File: src/rtl/spi_tx_queue.sv
// Byte FIFO feeding an SPI master, with slave-select sequencing (IDLE/ACTIVE/GAP).
// Optional sticky overflow/underflow flags: define SPI_TXQ_ERR_EN to enable.
module spi_tx_queue #(
    parameter int DEPTH = 8
) (
    input  logic                   sclk,
    input  logic                   rst,
    input  logic                   wr_en,
    input  logic [7:0]             wr_data,
    input  logic                   byte_done,
    output logic [7:0]             data_in,
    output logic                   ss,
    output logic                   full,
    output logic                   empty,
    output logic [$clog2(DEPTH):0] count,
    output logic                   ovf,
    output logic                   unf
);

    localparam int AW = $clog2(DEPTH);
    localparam int CW = AW + 1;

    typedef enum logic [1:0] {
        IDLE,
        ACTIVE,
        GAP
    } state_t;

    state_t          state;
    logic            gap_cnt;
    logic [7:0]      mem [DEPTH];
    logic [AW-1:0]   wr_ptr;
    logic [AW-1:0]   rd_ptr;
    logic            pop;
    logic            push;

    // Pops only happen while the master is shifting; a pop frees a slot for a same-cycle write.
    always_comb begin
        full    = (count == CW'(DEPTH));
        empty   = (count == '0);
        pop     = byte_done && !empty && (state == ACTIVE);
        push    = wr_en && (!full || pop);
        data_in = empty ? 8'h00 : mem[rd_ptr];
    end

    // Storage array; writes in the reset cycle are dropped.
    always_ff @(posedge sclk) begin
        if (rst && push) begin
            mem[wr_ptr] <= wr_data;
        end
    end

    // Pointers and occupancy; pointers wrap naturally since DEPTH is a power of two.
    always_ff @(posedge sclk) begin
        if (!rst) begin
            wr_ptr <= '0;
            rd_ptr <= '0;
            count  <= '0;
        end else begin
            if (push) begin
                wr_ptr <= wr_ptr + AW'(1);
            end
            if (pop) begin
                rd_ptr <= rd_ptr + AW'(1);
            end
            unique case ({push, pop})
                2'b10:   count <= count + CW'(1);
                2'b01:   count <= count - CW'(1);
                default: count <= count;
            endcase
        end
    end

    // Slave-select sequencer with a two-cycle deselect gap after the queue drains.
    always_ff @(posedge sclk) begin
        if (!rst) begin
            state   <= IDLE;
            ss      <= 1'b1;
            gap_cnt <= 1'b0;
        end else begin
            unique case (state)
                IDLE: begin
                    if (count != '0) begin
                        state <= ACTIVE;
                        ss    <= 1'b0;
                    end
                end
                ACTIVE: begin
                    if (pop && (count == CW'(1)) && !push) begin
                        state   <= GAP;
                        ss      <= 1'b1;
                        gap_cnt <= 1'b0;
                    end
                end
                GAP: begin
                    if (gap_cnt) begin
                        state <= IDLE;
                    end else begin
                        gap_cnt <= 1'b1;
                    end
                end
                default: begin
                    state <= IDLE;
                    ss    <= 1'b1;
                end
            endcase
        end
    end

`ifdef SPI_TXQ_ERR_EN
    // Sticky error flags, cleared only by reset.
    always_ff @(posedge sclk) begin
        if (!rst) begin
            ovf <= 1'b0;
            unf <= 1'b0;
        end else begin
            if (wr_en && full && !pop) begin
                ovf <= 1'b1;
            end
            if (byte_done && (empty || (state != ACTIVE))) begin
                unf <= 1'b1;
            end
        end
    end
`else
    assign ovf = 1'b0;
    assign unf = 1'b0;
`endif

endmodule
File: config.mk
export PLATFORM = sky130hd
export DESIGN_NAME = spi_tx_queue
export DESIGN_NICKNAME = d
export VERILOG_FILES = /design/src/rtl/spi_tx_queue.sv
export SDC_FILE = /design/constraint.sdc
export NUM_CORES = 1
export LEC_CHECK = 0
export BUFFER_PORTS_ARGS = -buffer_cell sky130_fd_sc_hd__buf_2
export CAP_MARGIN = 20
export CORE_UTILIZATION = 45
export DETAILED_ROUTE_END_ITERATION = 10
export MAX_ROUTING_LAYER = met4
export PLACE_DENSITY = 0.73
export SETUP_SLACK_MARGIN = 0.05
export SLEW_MARGIN = 20
export SYNTH_ARGS = -nofsm -noshare
export SYNTH_HDL_FRONTEND = slang
export SYNTH_SLANG_ARGS = --single-unit
File: constraint.sdc
create_clock -name sclk -period 4 [get_ports sclk]
set_clock_uncertainty 0.15 [all_clocks]
set_input_delay 0.8 -clock sclk [delete_from_list [all_inputs] [get_ports sclk]]
set_output_delay 0.8 -clock sclk [all_outputs]
set_load 0.02 [all_outputs]
==> run summary <==
status - complete, no violations
critical path data required time - 3050 ps
initial drt markers - 92
Clk pwr share - 0.358
nets@finish - 249
Filler cells - 601
Least-Margin Pin Slew - 965 ps
Core Footprint - 7210 um^2
P&R area growth vs syn - 13.9%
Synth Instances - 197
Post-DRT Antenna Nets - 0
final setup vio count - 0
vias per inst - 5.39
period utilization - 0.859
layout cells sized above 1 - 0.229
final worst path period need - 3440 ps
maximum VDD drop - 0.240 mV
post-DR wirelength/cell - 17.9 um
fin cells - 335
net switching power of the design - 500 uW
multi-input combinational cell area - 1020 um^2
most common cell after layout, fill and taps aside - edfxtp_1
area fraction in compound gates after synthesis - 0.0518
Post-Synth Adder-Cell Area - 0.0224
Clock Latency Late Sink - 350 ps
Tot Pwr - 1.91 mW
Critical Path Slowest Stage Cell - nor2_1
Critical Path Source Type - flop
postcts setup bufs - 0
top_reg_cell synth - edfxtp_1
hold crit path type - reg2reg
Post-Synth XOR/XNOR Area - 0.00522
synth warn - 0
Cells after DPL - 319
RePlAce Congestion - 0.739
chip height - 88.4 um
clk sinks - 81
Synth Cell Area - 3360 um^2
count of cell types in the netlist - 41
register area - 2260 um^2
most frequent cells in the layout - edfxtp_1 (64), buf_2 (26), dfxtp_1 (17)
Root Buffer - clkbuf_8
Logic pwr share - 0.138
Seq pwr share - 0.504
final setup TNS - 0 ps
Crit path largest cell delay - 620 ps
leakage - 1.37 nW
WL final - 6000 um
multiplexer share of the synthesized area - 0.140
Max clock buf depth - 2
Syn Area/Cell - 17.0 um^2
post-synthesis async set-or-reset flop share - 0
# diodes - 0
critical path endpoint category - output port
Clock Pin Slew Worst Setup and Hold Paths - 80 ps
Rows - 31
IO Count - 29
P per Cell Area - 499 nW/um^2
final setup margin - 564 ps
Buffers on Ports - 26
max-slew violations - 0
vias - 1,805
number of global-route vias before repair - 1,758
Post-synth EDFFs - 64
Post-DP HPWL - 3790 um
CP max FO - 8
relative slew slack - 0.354
Internal - 1.41 mW
# resized after CTS - 0
fmax - 0.291 GHz
CTS buffer count - 9
Hold-fix buffers, CTS - 0
CTS tree - built
worst path arrival time - 2490 ps
global-route wire length before repair - 9310 um
H-tree levels - 3
antenna violations before repair - 0
switching share of power - 0.262
Max Cap Viol - 0
RSZ-0062 raised after global routing - no
Initial Utilization - 0.465
Die ar. - 7810 um^2
endpoints failing hold - 0
Die Wd - 88.4 um
total gr overflow - 0
largest family of logic cells by synthesized area - multiplexers
simple-gate portion of the synthesized area - 0.0794
Synth Register Bits - 81
gr usage total - 0.176
Setup WS pre-CTS - 934 ps
crit path kind - reg2out
sequential area share after synthesis - 0.674
First-pass DRT Iterations - 4
Cell Chain, Critical Path - inv_1, ha_1, or3b_4, inv_2, nor2_1, a22o_1, buf_2
largest net degree at the start of global routing - 21
Post-route DRC - 0
## power by group through the flow
stage	registers [mW]	logic, mW	clock network, mW
finish	0.960	0.263	0.682
floorplan	0.986	0.179	0
global placement	0.977	0.258	0
detailed placement	0.978	0.263	0
CTS	0.959	0.265	0.694
global route	0.964	0.286	0.728
## routing by layer
layer	part of all wire	vias up	track usage
li1	-	855	-
met2	0.47	35	0.259
met1	0.48	905	0.228
met3	0.030	10	0.0504
met4	0.020	0	0.0762
met5	0	-	-
## cells in the mapped netlist (2+ instances only)
cell	number	area [um^2]
nand2b_1	6	37.5
or4b_1	2	20.0
clkbuf_1	2	7.51
mux4_2	3	67.6
inv_1	4	15.0
nor2_1	9	33.8
nor4_1	2	12.5
ha_1	6	75.1
a21oi_1	5	25.0
buf_2	2	10.0
o21ai_0	6	30.0
nand3_1	3	15.0
nand4b_1	2	17.5
dfxtp_1	17	340
edfxtp_1	64	1920
nor3_1	3	15.0
buf_4	2	15.0
a22o_1	8	70.1
mux2i_1	6	60.1
nand3b_1	3	22.5
nand2_1	8	30.0
mux4_1	13	342
xor2_1	2	17.5
or3_1	2	12.5
## flip-flops by register name, indices dropped and copies added (netlist names), named ones only
register,count
count,4
state,2
wr_ptr,3
mem,64
ss,1
gap_cnt,1
rd_ptr,3
## area by class of cell
cell class | instances | area share
Clock buffer | 9 | 0.0324
Multi-Input combinational cell | 103 | 0.266
Tap cell | 99 | 0.0324
Timing Repair Buffer | 31 | 0.0439
Clock inverter | 7 | 0.0285
Inverter | 5 | 0.00491
Sequential cell | 81 | 0.592
## cells by family after synthesis
kind of cell,Yosys count
XOR/XNOR,2
buffers and inverters,14
AO/OA/AOI/OAI,25
AND/OR/NAND/NOR,46
adder cells (fa/ha/maj),6
multiplexers,22
other,1
flip-flops,81
## stage by stage
stage	cell area (um^2)	util	hold WS (ps)
final	3820	0.530	341
after global routing	3820	0.530	366
after CTS	3820	0.530	346
after detailed placement	3590	0.497	328
after global placement	3590	0.497	310
after floorplan	3360	-	295
## final timing paths
path                                start         end  slack (ps)  cells past startpoint
worst max-delay path             count[0]  data_in[6]         560                      7
worst min-delay path            rd_ptr[2]   rd_ptr[2]         340                      2
worst max register to register   count[0]    count[3]        1230                      8
worst min register to register  rd_ptr[2]   rd_ptr[2]         340                      2
## worst max-delay path, delay by kind of cell, from the launching register on
family	cells	cell delay (ps)
buffers and inverters	3	310
AO/OA/AOI/OAI	1	250
AND/OR/NAND/NOR	2	890
adder cells (fa/ha/maj)	1	220
flip-flops	1	460
Note: power is estimated with default switching activity, not from simulation.
